[config.mk]
export PLATFORM = sky130hd
export DESIGN_NAME = uart_tx_arb
export DESIGN_NICKNAME = d
export VERILOG_FILES = /design/src/rtl/uart_tx_arb.sv
export SDC_FILE = /design/constraint.sdc
export NUM_CORES = 1
export LEC_CHECK = 0
export BUFFER_PORTS_ARGS = -buffer_cell sky130_fd_sc_hd__buf_2
export CAP_MARGIN = 20
export CORE_AREA = 8 8 45 47
export CTS_CLUSTER_DIAMETER = 50
export DETAILED_ROUTE_END_ITERATION = 7
export DIE_AREA = 0 0 53 55
export PLACE_DENSITY = 0.67
export REMOVE_ABC_BUFFERS = 1
export SLEW_MARGIN = 20
export SYNTH_ARGS = -nofsm -noshare
export SYNTH_HDL_FRONTEND = slang
export SYNTH_SLANG_ARGS = --single-unit
[constraint.sdc]
create_clock -name clk -period 1.9 [get_ports clk]
set_input_delay 0.19 -clock clk [delete_from_list [all_inputs] [get_ports clk]]
set_output_delay 0.19 -clock clk [all_outputs]
set_load 0.05 [all_outputs]
[src/rtl/uart_tx_arb.sv]
// uart_tx_arb: frame-level round-robin arbiter sharing the UART transmit byte
// path between two valid/ready requesters. A grant is held for a whole frame
// (until a transfer with last=1). Byte forwarding is combinational from the
// granted requester. Optional stall timeout is enabled with the macro
// UART_TX_ARB_TIMEOUT_EN; without it o_timeout is tied low.
module uart_tx_arb #(
  parameter int unsigned DATA_W      = 8,
  parameter int unsigned TIMEOUT_CYC = 1250000,
  parameter int unsigned CNT_W       = 21
) (
  input  logic              clk,
  input  logic              reset,
  input  logic              req0_valid,
  input  logic [DATA_W-1:0] req0_data,
  input  logic              req0_last,
  output logic              req0_ready,
  input  logic              req1_valid,
  input  logic [DATA_W-1:0] req1_data,
  input  logic              req1_last,
  output logic              req1_ready,
  output logic              tx_valid,
  output logic [DATA_W-1:0] tx_data,
  input  logic              tx_ready,
  output logic [1:0]        o_grant,
  output logic              o_busy,
  output logic              o_timeout
);

  localparam logic [1:0] IDLE = 2'd0;
  localparam logic [1:0] GNT0 = 2'd1;
  localparam logic [1:0] GNT1 = 2'd2;

  // Elaboration guard: the stall counter must be able to hold TIMEOUT_CYC-1.
  if (64'(TIMEOUT_CYC) >= (64'd1 << CNT_W)) begin : g_bad_cnt_w
    $error("uart_tx_arb: CNT_W too narrow for TIMEOUT_CYC");
  end

  logic [1:0] state;
  logic [1:0] state_nxt;
  logic       last_srv;
  logic       last_srv_nxt;
  logic       xfer;
  logic       xfer_last;
  logic       fire;

  // Forward the granted requester to the serializer; everything idle otherwise.
  always_comb begin
    tx_valid   = 1'b0;
    tx_data    = '0;
    req0_ready = 1'b0;
    req1_ready = 1'b0;
    xfer_last  = 1'b0;
    case (state)
      GNT0: begin
        tx_valid   = req0_valid;
        tx_data    = req0_data;
        req0_ready = tx_ready;
        xfer_last  = req0_last;
      end
      GNT1: begin
        tx_valid   = req1_valid;
        tx_data    = req1_data;
        req1_ready = tx_ready;
        xfer_last  = req1_last;
      end
      default: ;
    endcase
  end

  assign xfer      = tx_valid & tx_ready;
  assign o_grant   = {state == GNT1, state == GNT0};
  assign o_busy    = (state != IDLE);
  assign o_timeout = fire;

`ifdef UART_TX_ARB_TIMEOUT_EN
  localparam logic [CNT_W-1:0] CNT_MAX = CNT_W'(TIMEOUT_CYC - 1);

  logic [CNT_W-1:0] stall_cnt;

  // Forced release only when no byte moves this cycle; a last byte wins.
  assign fire = o_busy & ~xfer & (stall_cnt == CNT_MAX);

  // Stall counter: cleared in IDLE, on transfers and on release.
  always_ff @(posedge clk) begin
    if (reset) begin
      stall_cnt <= '0;
    end else if (!o_busy || xfer || fire) begin
      stall_cnt <= '0;
    end else begin
      stall_cnt <= stall_cnt + CNT_W'(1);
    end
  end
`else
  assign fire = 1'b0;
`endif

  // Next-state and last-served pointer logic.
  always_comb begin
    state_nxt    = state;
    last_srv_nxt = last_srv;
    case (state)
      IDLE: begin
        if (req0_valid && req1_valid) begin
          if (last_srv) begin
            state_nxt    = GNT0;
            last_srv_nxt = 1'b0;
          end else begin
            state_nxt    = GNT1;
            last_srv_nxt = 1'b1;
          end
        end else if (req0_valid) begin
          state_nxt    = GNT0;
          last_srv_nxt = 1'b0;
        end else if (req1_valid) begin
          state_nxt    = GNT1;
          last_srv_nxt = 1'b1;
        end
      end
      GNT0, GNT1: begin
        if ((xfer && xfer_last) || fire) begin
          state_nxt = IDLE;
        end
      end
      default: state_nxt = IDLE;
    endcase
  end

  // State register with synchronous reset; pointer resets so req0 wins first tie.
  always_ff @(posedge clk) begin
    if (reset) begin
      state    <= IDLE;
      last_srv <= 1'b1;
    end else begin
      state    <= state_nxt;
      last_srv <= last_srv_nxt;
    end
  end

endmodule
# --- Yosys cells after proc, flatten, opt, wreduce, memory -nomap -nowiden ---
# Index checks and enable logic that the tools add are counted.
op_classes:
  mux: 15
  bitwise: 1
  n_reduce_logical: 8
  n_eq_ne: 4
op_table:
  columns: ["operator", "n"]
  rows:
  - ["case mux 8 bit (2 select lines)", 1]
  - ["2-to-1 mux 2 bit", 5]
  - ["2-to-1 mux 1 bit", 6]
  - ["inequality test 4 bit, second input constant", 1]
  - ["case mux 1 bit (2 select lines)", 2]
  - ["case mux 2 bit (2 select lines)", 1]
  - ["AND reduction 2 bit", 2]
  - ["nonzero test 3 bit", 1]
  - ["equality test 2 x 1 -> 1 bit, second input constant", 1]
  - ["equality test 2 bit, second input constant", 1]
  - ["logical AND 1 bit", 2]
  - ["logical NOT 2 bit", 1]
  - ["inequality test 2 bit, second input constant", 1]
  - ["nonzero test 2 bit", 1]
  - ["OR reduction 2 bit", 1]
  - ["bitwise AND 1 bit", 1]
totals:
  inputBits: 23
  reg_bits: 3
  output_inout_bits: 15
  wordCells: 30

# --- Logic depth before layout (Yosys ltp) ---
depth:
  ltp_word: 6
  depth_mapped: 7
  depth_no_buf: 6

# --- Worst setup path before layout ---
# OpenSTA, ideal clock, no wires.
synth_timing:
  kind: "register to output"
  startpoint: "register state[1]"
  endpoint: "output port tx_data[0]"
  path_buffers: 1
  path_stages_with_launch: 6
  slack_ps: -153
  arrival_ps: 1863
  path_cell_list: "dfxtp_1 -> inv_1 -> ha_1 -> buf_4 -> a22oi_1 -> nor2_1"
synth_via:
  elab_chain_len: 2
  elab_cells_between_ends: 3
  cone_classes: "eq/ne (2); mux (1)"
synth_lines:
  columns: ["item", "line", "rtl"]
  rows:
  - ["start, declared", "38", "logic [1:0] state;"]
  - ["start signal, assigned", "134", "state <= state_nxt;"]
  - ["equality test 2 x 1 -> 1 bit", null, null]
  - ["net o_grant[0]", "24", "output logic [1:0] o_grant,"]
  - ["case mux 8 bit (2 select lines)", "53", "case (state)"]
  - ["end, declared", "22", "output logic [DATA_W-1:0] tx_data,"]
# The timed path passes the listed nets, and every way through them passes these cells.

# --- Worst setup path after layout ---
layout_timing:
  startpoint: "register state[1]"
  endpoint: "output port tx_data[3]"
layout_via:
  elab_chain_len: 2
  elab_cells_between_ends: 3
  cone_classes: "eq/ne (2); mux (1)"
layout_lines:
  columns: ["item", "line"]
  rows:
  - ["equality test 2 bit / equality test 2 x 1 -> 1 bit (equally long branches)", "53"]
  - ["case mux 8 bit (2 select lines) (*)", "53"]
# Every way passes the cells marked *; elsewhere a longest branch is shown, timed or not.

==> flow_summary_export.csv <==
group,metric,value,unit
run_status,outcome,"complete, no violations",
yosys,syn_area,383,µm²
critical_path,critPathMaxStageDelay,330,ps
yosys,ys_seq_elements,3,
min_path,min_from,"reset",
floorplanning,die_w,53,µm
global_routing,grt_max_degree,13,
drt,wl_per_cell,12.0,µm
critical_path,crit_slowest_cell,"dfxtp_1",
finish,nNetsFinal,113,
drt,drtIter0Drc,11,
global_routing,grt_pass1_wl,1790,µm
yosys,syn_inst,50,
critical_path,r2r-start,"state[1]$_SDFFE_PP0P_",
finish,instances_no_fill,102,
critical_path,worstPathRequired,1710,ps
sta,slew_violations,0,
global_routing,first_global_vias,464,
sta,timing.fmax,561,MHz
critical_path,cp_cell_sequence,"inv_1, ha_1, clkinvlp_4, nor2_1, buf_2",
cts,post-cts-setup-buffer-count,0,
cts,cts_buffers,3,
placed_design,place_inst,98,
floorplanning,row_count,14,
placed_design,port_buffers,36,
placed_design,hpwl,1030,µm
drt,num_vias,475,
critical_path,setup.worst_path.end_class,"output port",
floorplanning,core,1380,µm²
cts,clockRootBuffer,"clkbuf_4",
cts,insertion_delay,230,ps
drt,drc_errors,0,
floorplanning,start_util,27.7,%
yosys,yosysWarnings,0,
cts,cts_tree,"yes",
min_path,hp-class,"input port to flip-flop",
drt,drt_wl_total,1220,µm
yosys,yosysTopAreaCellShare,17.6,%
pwr,power.leakage,0.313,nW
yosys,synthDistinctLibCells,23,
cts,clk_pin_slew_worst_paths,30,ps
yosys,synth_area_per_cell,7.66,µm²
critical_path,crit_type,"flip-flop to output port",
critical_path,crit_path_max_fanout,11,
cts,htreeDepth,1,
sta,finClkSkew,2.74,ps
sta,layout_min_cycle_time,1780,ps
global_routing,grt_overflow_total,0,
yosys,synth-seq-area-share,15.7,%
run,maxCapViolations,0,
critical_path,worstPathArrival,1590,ps
drt,dr.pass1.iters,4,
finish,area_growth,53.3,%
yosys,yosysTopAreaCell,"a22oi_1",
yosys,synthArstFlopShare,0,%
pwr,max-vdd-ir-drop,0.635,mV
floorplanning,die_h,55,µm
sta,fin_crit_sh,93.8,%
floorplanning,dieArea,2920,µm²
sta,hold_viol,0,
drt,postRouteAntennaNets,0,
sta,setup_viol_count_final,0,
cts,cts.sinks,3,
critical_path,start_kind,"flip-flop",
yosys,synthTopCellsByArea,"a22oi_1 (18%), dfxtp_1 (16%), ha_1 (9.8%)",
yosys,synth_common_cells,"a22oi_1 (9), nor2_1 (9), inv_1 (4)",
sta,hold_ws,192,ps
global_routing,antenna_found_initial,0,
finish,num_antenna_cells,0,
finish,drive_above_1_share,55.8,%
cts,clock_path_buffers,2,
yosys,synth_edf_count,0,
placed_design,gp_congestion,0.798,
drt,viasPerCell,4.66,
global_routing,grt_usage,7.81,%
floorplanning,io_pins,38,
yosys,ys.flop_type,"dfxtp_1",
pwr,p_per_area,1130,nW/µm²
cts,holdBufCountCts,0,
critical_path,crit_start,"state[1]$_SDFFE_PP0P_",
layout make-up:
class	count	area, µm²
Inverter	5	22.5
Timing Repair Buffer	36	180
Clock buffer	4	26.3
Sequential cell	3	60.1
Multi-Input combinational cell	38	278
Tap cell	16	20.0
Fill cell	147	797
state kept, by name, indices dropped and copies added (netlist names):
register	cells
state	2
last_srv	1
worst paths after layout:
| kind | end | slack [ps] | cells after the start |
|---|---|---|---|
| worst max register to register | state[1]$_SDFFE_PP0P_ | 320 | 5 |
| worst min-delay path | last_srv$_SDFFE_PP1P_ | 190 | 2 |
| worst max-delay path | tx_data[3] | 120 | 5 |
| worst min register to register | state[0]$_SDFFE_PP0P_ | 530 | 2 |
power by group:
| group | total [W] | internal (W) | switching (W) |
|---|---|---|---|
| Combinational | 0.000468 | 0.000143 | 0.000325 |
| Sequential | 0.0000876 | 0.0000783 | 0.00000923 |
| Clock | 0.000109 | 0.0000785 | 0.0000307 |
| Total | 0.000665 | 0.000300 | 0.000365 |
worst max-delay path, delay by kind of cell, from the launching register on:
kind                     cells  cell delay [ps]
adder cells (fa/ha/maj)      1              330
buffers and inverters        3              560
flip-flops                   1              330
AND/OR/NAND/NOR              1              150
cell families after synthesis:
| kind of cell | synth area share [%] |
|---|---|
| other | 0.979 |
| AND/OR/NAND/NOR | 23.5 |
| flip-flops | 15.7 |
| buffers and inverters | 13.1 |
| AO/OA/AOI/OAI | 36.9 |
| adder cells (fa/ha/maj) | 9.80 |
through the flow:
stage | setup slack, ps | utilization (%) | power, W | cell area, µm² | setup TNS, ps
6_report | 118 | 42.4 | 0.000665 | 587 | 0
5_1_grt | -3.99 | 42.4 | 0.000714 | 587 | -5.28
4_1_cts | 21.9 | 41.8 | 0.000661 | 578 | 0
3_5_place_dp | 181 | 39.9 | 0.000547 | 552 | 0
3_3_place_gp | 263 | 39.9 | 0.000539 | 552 | 0
2_1_floorplan | -286 | - | 0.000441 | 352 | -2000
per-layer routing:
layer  global-route usage (%)  vias to the layer above  share of wire [%]
li1                         -                      249                  -
met1                     7.74                      200                 39
met2                     13.7                       26                 44
met3                     5.88                        0                 17
met4                        0                        0                  0
met5                        0                        -                  0
cell usage in the layout (no fill, tap or decap), types with 2 or more instances in the layout:
cell type   n
a22oi_1     9
clkbuf_4    3
or2_2       2
buf_2      36
ha_2        2
inv_1       4
nor2_1      9
and2_1      2
dfxtp_1     3
nand2_1     2
what timing repair did:
item | CTS | global route
hold endpoints to repair | 0 | 0
endpoints found under the setup margin | 0 | 9
resized for setup | 0 | 3
No activity file was read; power rests on OpenSTA's default activity.
